## src/rtl/mem_read_arbiter.sv

```systemverilog
// Two-requester (IFU=0, LSU=1) round-robin read arbiter onto one single-beat read port.
// Latency: m_arvalid one cycle after upstream accept; R channel is passed through combinationally.
// Backpressure: one transaction in flight; s_arready stays low until the R handshake retires it.
module mem_read_arbiter #(
    parameter int ADDR_WIDTH = 32,  // XLEN
    parameter int DATA_WIDTH = 64,  // ACE_XDATA_WIDTH
    parameter int RESP_WIDTH = 2    // ACE_RRESP_WIDTH
) (
    input  logic                    clk,
    input  logic                    rst_n,
    input  logic [1:0]              s_arvalid,
    output logic [1:0]              s_arready,
    input  logic [2*ADDR_WIDTH-1:0] s_araddr,
    output logic [1:0]              s_rvalid,
    input  logic [1:0]              s_rready,
    output logic [DATA_WIDTH-1:0]   s_rdata,
    output logic [RESP_WIDTH-1:0]   s_rresp,
    output logic                    m_arvalid,
    input  logic                    m_arready,
    output logic [ADDR_WIDTH-1:0]   m_araddr,
    output logic                    m_arid,
    input  logic                    m_rvalid,
    output logic                    m_rready,
    input  logic [DATA_WIDTH-1:0]   m_rdata,
    input  logic [RESP_WIDTH-1:0]   m_rresp,
    output logic                    busy
);

    typedef enum logic [1:0] {
        IDLE = 2'd0,
        ADDR = 2'd1,
        DATA = 2'd2
    } state_t;

    state_t state;
    logic   last_q;
    logic   grant_q;
    logic   any_req;
    logic   winner;

    assign any_req = |s_arvalid;
    // On a tie the requester that was not served last wins; a lone requester always wins.
    assign winner  = (s_arvalid == 2'b11) ? ~last_q : s_arvalid[1];

    always_ff @(posedge clk or negedge rst_n) begin
        if (!rst_n) begin
            state     <= IDLE;
            last_q    <= 1'b1;
            grant_q   <= 1'b0;
            m_araddr  <= '0;
            m_arid    <= 1'b0;
            m_arvalid <= 1'b0;
            busy      <= 1'b0;
        end else begin
            case (state)
                IDLE: begin
                    if (any_req) begin
                        m_araddr  <= winner ? s_araddr[2*ADDR_WIDTH-1:ADDR_WIDTH]
                                            : s_araddr[ADDR_WIDTH-1:0];
                        m_arid    <= winner;
                        grant_q   <= winner;
                        m_arvalid <= 1'b1;
                        busy      <= 1'b1;
                        state     <= ADDR;
                    end
                end
                ADDR: begin
                    if (m_arready) begin
                        m_arvalid <= 1'b0;
                        state     <= DATA;
                    end
                end
                DATA: begin
                    if (m_rvalid && s_rready[grant_q]) begin
                        last_q <= grant_q;
                        busy   <= 1'b0;
                        state  <= IDLE;
                    end
                end
                default: begin
                    m_arvalid <= 1'b0;
                    busy      <= 1'b0;
                    state     <= IDLE;
                end
            endcase
        end
    end

    // rst_n gates the accept so it drops immediately while reset is held.
    always_comb begin
        s_arready = 2'b00;
        s_rvalid  = 2'b00;
        m_rready  = 1'b0;
        if (rst_n && state == IDLE && any_req) begin
            s_arready[winner] = 1'b1;
        end
        if (state == DATA) begin
            s_rvalid[grant_q] = m_rvalid;
            m_rready          = s_rready[grant_q];
        end
    end

    assign s_rdata = m_rdata;
    assign s_rresp = m_rresp;

endmodule

```

## config.mk

```make
export PLATFORM = sky130hd
export DESIGN_NAME = mem_read_arbiter
export DESIGN_NICKNAME = d
export VERILOG_FILES = /design/src/rtl/mem_read_arbiter.sv
export SDC_FILE = /design/constraint.sdc
export NUM_CORES = 1
export LEC_CHECK = 0
export BUFFER_PORTS_ARGS = -buffer_cell sky130_fd_sc_hd__buf_2
export CORE_AREA = 2 2 95 97
export DETAILED_ROUTE_END_ITERATION = 8
export DIE_AREA = 0 0 97 99
export PLACE_DENSITY = 0.74
export SLEW_MARGIN = 10
export SYNTH_ARGS = -nofsm -noshare
export SYNTH_HDL_FRONTEND = slang
export SYNTH_SLANG_ARGS = --single-unit
```

## constraint.sdc

```tcl
create_clock -name clk -period 1.55 [get_ports clk]
set_input_delay 0.0775 -clock clk [delete_from_list [all_inputs] [get_ports clk]]
set_output_delay 0.0775 -clock clk [all_outputs]
set_load 0.005 [all_outputs]
```

==> flow_summary_export.csv, run 1 <==
group,metric,value,unit
synth,syn-num-nets,342,
final_layout,drive_above_1_share,76.4,%
floorplanning,chipWidth,97,um
floorplanning,dieArea,9600,sq um
synth,synth_area,2670,sq um
timing,fin_crit_sh,102,%
final_layout,final_common_cell,"buf_2",
routing,drt_wl_total,5290,um
clock_tree,htreeDepth,2,
power,p_int,3.71,mW
worst_hold_path,hp-class,"in2reg",
placed_design,pre_cts_ws,-0.0576,ns
timing,slew_headroom,73.2,%
placed_design,dpl_cell_area,2850,sq um
timing,rsz0062_at_grt,"yes",
setup_path,endpoint_kind,"register",
timing,fin_skew,0.00469,ns
routing,first_pass_iters,4,
final_layout,final_cell_mix,"111 x buf_2, 61 x mux2_4, 37 x dfrtp_1",
grt,grt_first_pass_wirelength,8390,um
clock_tree,cts_max_path_buffers,2,
setup_path,required,1.72,ns
power,p_switching,1.49,mW
clock_tree,clock_latency,0.29,ns
grt,grt_use_total,10.8,%
clock_tree,numCtsBuffers,5,
timing,fin_ws,-0.0250,ns
power,power_density,1710,nW/um^2
synth,postSynthAreaPerCell,13.1,sq um
power,seq_power_share,34.4,%
status,status,"finished, violations left",
timing,finalHoldViolCount,0,
floorplanning,die_h,99,um
grt,grt_max_degree,25,
final_layout,fillers,886,
setup_path,cp-start-kind,"register",
floorplanning,ios,244,
routing,via_per_inst,4.45,
timing,tns,-0.325,ns
timing,finalSetupViolCount,26,
setup_path,path_max_fanout,16,
power,switching_share,28.6,%
timing,worst_pin_slew,0.402,ns
synth,synth_cells,204,
timing,slew_violations,0,
timing,max_freq,635,MHz
final_layout,diodes,0,
clock_tree,cts_tree,"built",
setup_path,crit_type,"reg2reg",
synth,ys_seq_elements,38,
routing,drcViolationCount,0,
power,ir_drop,0.000475,V
synth,yosys_warnings,0,
placed_design,dp_hpwl,4040,um
clock_tree,cts_sinks,38,
grt,grt_pass1_vias,1718,
synth,synth.top_cell.area_share,34.7,%
placed_design,port-buffer-count,111,
placed_design,globalplace.congestion,0.779,
synth,yosysTopAreaCell,"dfrtp_1",
floorplanning,rows,34,
grt,antenna_found_initial,0,
flow_run,drv_cap,0,
synth,yosys.cell_types.count,27,
power,p_leak,1.60,nW
power,clkPwrFrac,20.1,%
placed_design,placed_cells,356,
grt,grt_overflow,0,
routing,wl_per_cell,14.4,um
status,violations,"negative setup slack",
routing,vias,1634,
setup_path,crit_arrival,1.75,ns
setup_path,reg2reg_setup_slack,-0.03,ns
final_layout,num-nets-final,396,
routing,antenna_left,0,
synth,synth.yosys.seq_area_share,35.7,%
routing,drt_iter0_markers,38,
timing,min_period,1.58,ns
power,combPwrFrac,45.5,%
floorplanning,core,8550,sq um
synth,synth.area.top_cells,"dfrtp_1 35%, mux2_4 33%, buf_4 19%",
final_layout,stdcell_area,3050,sq um
floorplanning,initial_utilization,31.2,%
clock_tree,root_buffer,"clkbuf_8",
clock_tree,clk_pin_slew,0.07,ns
final_layout,syn_to_final_growth,14.2,%
final_layout,final-instance-count-excl-fill,367,
-- stage by stage --
step	util, %	hold WS [ns]	power, mW
6_report	35.6	0.0711	5.20
5_1_grt	35.6	0.0599	5.56
4_1_cts	35.5	0.0590	5.29
3_5_place_dp	33.3	0.0337	4.11
3_3_place_gp	33.3	0.0256	4.04
2_1_floorplan	-	-0.218	3.43
-- layout make-up --
| class | count | area [sq um] | share of cell area, % |
|---|---|---|---|
| Timing Repair Buffer | 122 | 682 | 22.4 |
| Clock buffer | 6 | 82.6 | 2.71 |
| Tap cell | 108 | 135 | 4.44 |
| Sequential cell | 38 | 952 | 31.3 |
| Multi-Input combinational cell | 90 | 1130 | 37.1 |
| Inverter | 1 | 3.75 | 0.123 |
| Clock inverter | 2 | 60.1 | 1.97 |
-- synth_stat cells --
cell       n
buf_4     68
nand4b_1   1
nor3b_1    1
a21bo_1    1
a41oi_1    1
dfrtp_1   37
mux2i_1    1
and3_1     2
mux2_4    58
nor2b_1    1
nor3_1     1
nor2_1     4
o21ai_0    1
a21oi_1    1
buf_12     3
dfstp_2    1
buf_6      2
mux2_2     7
nand3b_1   1
a21boi_0   1
inv_1      1
and4_1     1
o22ai_1    1
nand2_1    3
a21o_1     2
buf_2      2
a31o_2     1
-- state kept, by name, indices dropped and copies added (netlist names) --
register	cells
busy	1
grant_q	1
last_q	1
m_araddr	32
m_arvalid	1
state	2
-- metal layers --
metal	global-route usage, %	routed length, um	vias up
met2	18.9	2700	96
met3	3.26	465	28
met4	5.85	176	0
met5	0	0	-
li1	-	-	737
met1	11.9	1950	773
-- path summary, 6_finish.rpt --
check                                           start                       end  depth (start not counted)
worst max-delay path               last_q$_DFFE_PN1P_   m_araddr[2]$_DFFE_PN0P_                          4
worst min-delay path                        m_arready      state[1]$_DFFE_PN0P_                          3
worst max register to register     last_q$_DFFE_PN1P_   m_araddr[2]$_DFFE_PN0P_                          4
worst min register to register  m_arvalid$_DFFE_PN0P_     m_arvalid$_DFFE_PN0P_                          1
max in group asynchronous                       rst_n   m_araddr[0]$_DFFE_PN0P_                          3
min in group asynchronous                       rst_n  m_araddr[18]$_DFFE_PN0P_                          2
-- critical path, stage by stage (launching register included) --
cell and delay, ns:
dfstp_2 0.55, a21bo_4 0.15, buf_12 0.18, mux2_4 0.32, mux2_4 0.26
-- cell families after synthesis --
logic type | after synthesis | synth area share (%)
AO/OA/AOI/OAI | 9 | 2.49
buffers and inverters | 76 | 22.7
flip-flops | 38 | 35.7
multiplexers | 66 | 36.0
AND/OR/NAND/NOR | 15 | 3.10
-- timing repair --
item / 4_1_cts / 5_1_grt
buffers inserted: 2 / 0
hold buffers: 1 / 0
endpoints found under the hold margin: 13 / 0
setup endpoints to repair: 34 / 33
resized for setup: 2 / 3
-- power groups by stage --
stage	Clock [mW]	Sequential [mW]	Combinational, mW
after detailed placement	0	1.80	2.30
final	1.05	1.79	2.36
after global routing	1.15	1.86	2.56
after floorplan	0	1.82	1.61
after CTS	1.09	1.79	2.40
after global placement	0	1.78	2.26
No activity file was read; power rests on OpenSTA's default activity.
==> inputs of run 2 (changes only) <==
- BUFFER_PORTS_ARGS: -buffer_cell sky130_fd_sc_hd__buf_2 -> -buffer_cell sky130_fd_sc_hd__buf_4
==> run 2 against run 1 <==
  * The flow still finishes with violations (negative setup slack)
  * Combinational power rose by 22%
  * Via count rose by 0.80%
  * Critical path depth did not move
  * Clock-buffer cell count rose by 1
  * Highest routed layer unchanged
  * Die area did not move
==> flow_summary_export.csv, run 2 (same netlist as run 1, synthesis figures left out) <==
group,metric,value,unit
floorplanning,chipWidth,97,um
timing,worst_pin_slew,0.316,ns
grt,grt_use_total,11.8,%
power,combPwrFrac,53.2,%
timing,fin_ws,-0.0553,ns
flow_run,drv_cap,0,
clock_tree,clk_pin_slew,0.07,ns
setup_path,required,1.72,ns
final_layout,diodes,0,
final_layout,largest_reg_flops,32,
setup_path,r2r-end,"m_araddr[9]$_DFFE_PN0P_",
timing,max_freq,623,MHz
routing,drt_wl_total,5800,um
placed_design,port-buffer-count,111,
setup_path,path_max_fanout,13,
worst_hold_path,whs_path_depth,3,
setup_path,cp-start-kind,"register",
timing,min_period,1.61,ns
placed_design,globalplace.congestion,0.831,
worst_hold_path,hp-class,"in2reg",
floorplanning,rows,34,
grt,grt_pass1_vias,1743,
worst_hold_path,hp-start,"m_arready",
final_layout,drive_above_1_share,76.9,%
setup_path,cp-startpoint,"last_q$_DFFE_PN1P_",
floorplanning,ios,244,
clock_tree,htreeDepth,2,
final_layout,syn_to_final_growth,25.9,%
power,seq_power_share,33.8,%
timing,slew_headroom,78.9,%
floorplanning,initial_utilization,31.2,%
grt,grt_overflow,0,
worst_hold_path,min_to,"state[1]$_DFFE_PN0P_",
timing,finalSetupViolCount,32,
power,p_int,3.86,mW
power,power_density,1610,nW/um^2
power,clkPwrFrac,13.0,%
clock_tree,cts_max_path_buffers,2,
routing,drcViolationCount,0,
routing,first_pass_iters,4,
status,violations,"negative setup slack",
clock_tree,cts_tree,"built",
routing,vias,1647,
grt,grt_max_degree,25,
final_layout,final_cell_mix,"119 x buf_4, 58 x mux2_4, 37 x dfrtp_1",
timing,fin_skew,0.00290,ns
timing,slew_violations,0,
clock_tree,clock_latency,0.28,ns
setup_path,crit_type,"reg2reg",
setup_path,rr_worst_depth,4,
status,status,"finished, violations left",
timing,fin_crit_sh,104,%
final_layout,stdcell_area,3360,sq um
final_layout,final_common_cell,"buf_4",
clock_tree,numCtsBuffers,5,
power,p_switching,1.56,mW
grt,antenna_found_initial,0,
power,ir_drop,0.000585,V
setup_path,reg2reg_setup_slack,-0.06,ns
placed_design,placed_cells,356,
setup_path,rr_startpoint,"last_q$_DFFE_PN1P_",
clock_tree,root_buffer,"clkbuf_8",
routing,wl_per_cell,15.6,um
timing,rsz0062_at_grt,"yes",
setup_path,crit_arrival,1.78,ns
power,switching_share,28.8,%
power,p_leak,1.71,nW
final_layout,final-instance-count-excl-fill,372,
timing,finalHoldViolCount,0,
floorplanning,core,8550,sq um
setup_path,endpoint_kind,"register",
routing,via_per_inst,4.43,
grt,grt_first_pass_wirelength,8990,um
routing,antenna_left,0,
floorplanning,dieArea,9600,sq um
routing,drt_iter0_markers,28,
floorplanning,die_h,99,um
clock_tree,cts_sinks,38,
placed_design,dp_hpwl,4130,um
final_layout,largestRegisters,"m_araddr: 32 flops, state: 2 flops",
final_layout,num-nets-final,401,
final_layout,regMostFlops,"m_araddr",
placed_design,dpl_cell_area,3120,sq um
-- run 2: timing repair --
| action | 4_1_cts | 5_1_grt |
|---|---|---|
| resized for setup | 4 | 2 |
| endpoints found under the setup margin | 34 | 35 |
| hold buffers | 1 | 0 |
| setup buffers | 3 | 2 |
| gates cloned | 2 | 0 |
| hold endpoints to repair | 14 | 0 |
| pin swaps | 1 | 0 |
-- run 2: layout make-up --
class                           count  area (sq um)
Tap cell                          108           135
Clock inverter                      1          5.00
Inverter                            1          3.75
Multi-Input combinational cell     90          1130
Sequential cell                    38           952
Timing Repair Buffer              127          1050
Clock buffer                        7          86.3
Fill cell                         822          5190
-- run 2: worst max path at each step --
stage / endpoint / cells past startpoint
after detailed placement: m_araddr[0]$_DFFE_PN0P_ / 4
after floorplan: m_araddr[10]$_DFFE_PN0P_ / 5
after global routing: m_araddr[6]$_DFFE_PN0P_ / 4
after global placement: m_araddr[11]$_DFFE_PN0P_ / 4
final: m_araddr[9]$_DFFE_PN0P_ / 4
after CTS: m_araddr[31]$_DFFE_PN0P_ / 4
-- run 2: per-layer routing --
layer  track usage (%)  vias to the layer above  part of all wire (%)
li1                  -                      749                     -
met1              13.5                      777                    39
met2              20.2                       92                    50
met3              3.40                       29                   7.7
met4              5.85                        0                   3.4
met5                 0                        -                     0
-- run 2: per-stage QoR --
step                      hold WS [ns]  setup slack [ns]  setup TNS (ns)  util [%]  total power [mW]
after floorplan                 -0.218           -0.0206          -0.560         -              3.43
after global placement         -0.0431           -0.0438          -0.917      36.5              4.41
after detailed placement       -0.0365           -0.0663           -1.49      36.5              4.48
after CTS                       0.0764           -0.0597           -1.29      39.0              5.48
after global routing            0.0764           -0.0862           -2.15      39.3              5.76
final                           0.0838           -0.0553          -0.927      39.3              5.42
-- run 2: power groups by stage --
stage	logic [mW]	clock network [mW]	registers, mW
2_1_floorplan	1.61	0	1.82
3_3_place_gp	2.59	0	1.82
3_5_place_dp	2.64	0	1.84
4_1_cts	2.89	0.749	1.84
5_1_grt	3.07	0.791	1.90
6_report	2.88	0.705	1.83
-- run 2: critical path, stage by stage, from the launching register on --
cell and delay (ns):
dfstp_2 0.54, a21bo_4 0.18, buf_12 0.18, mux2_4 0.31
mux2_4 0.26
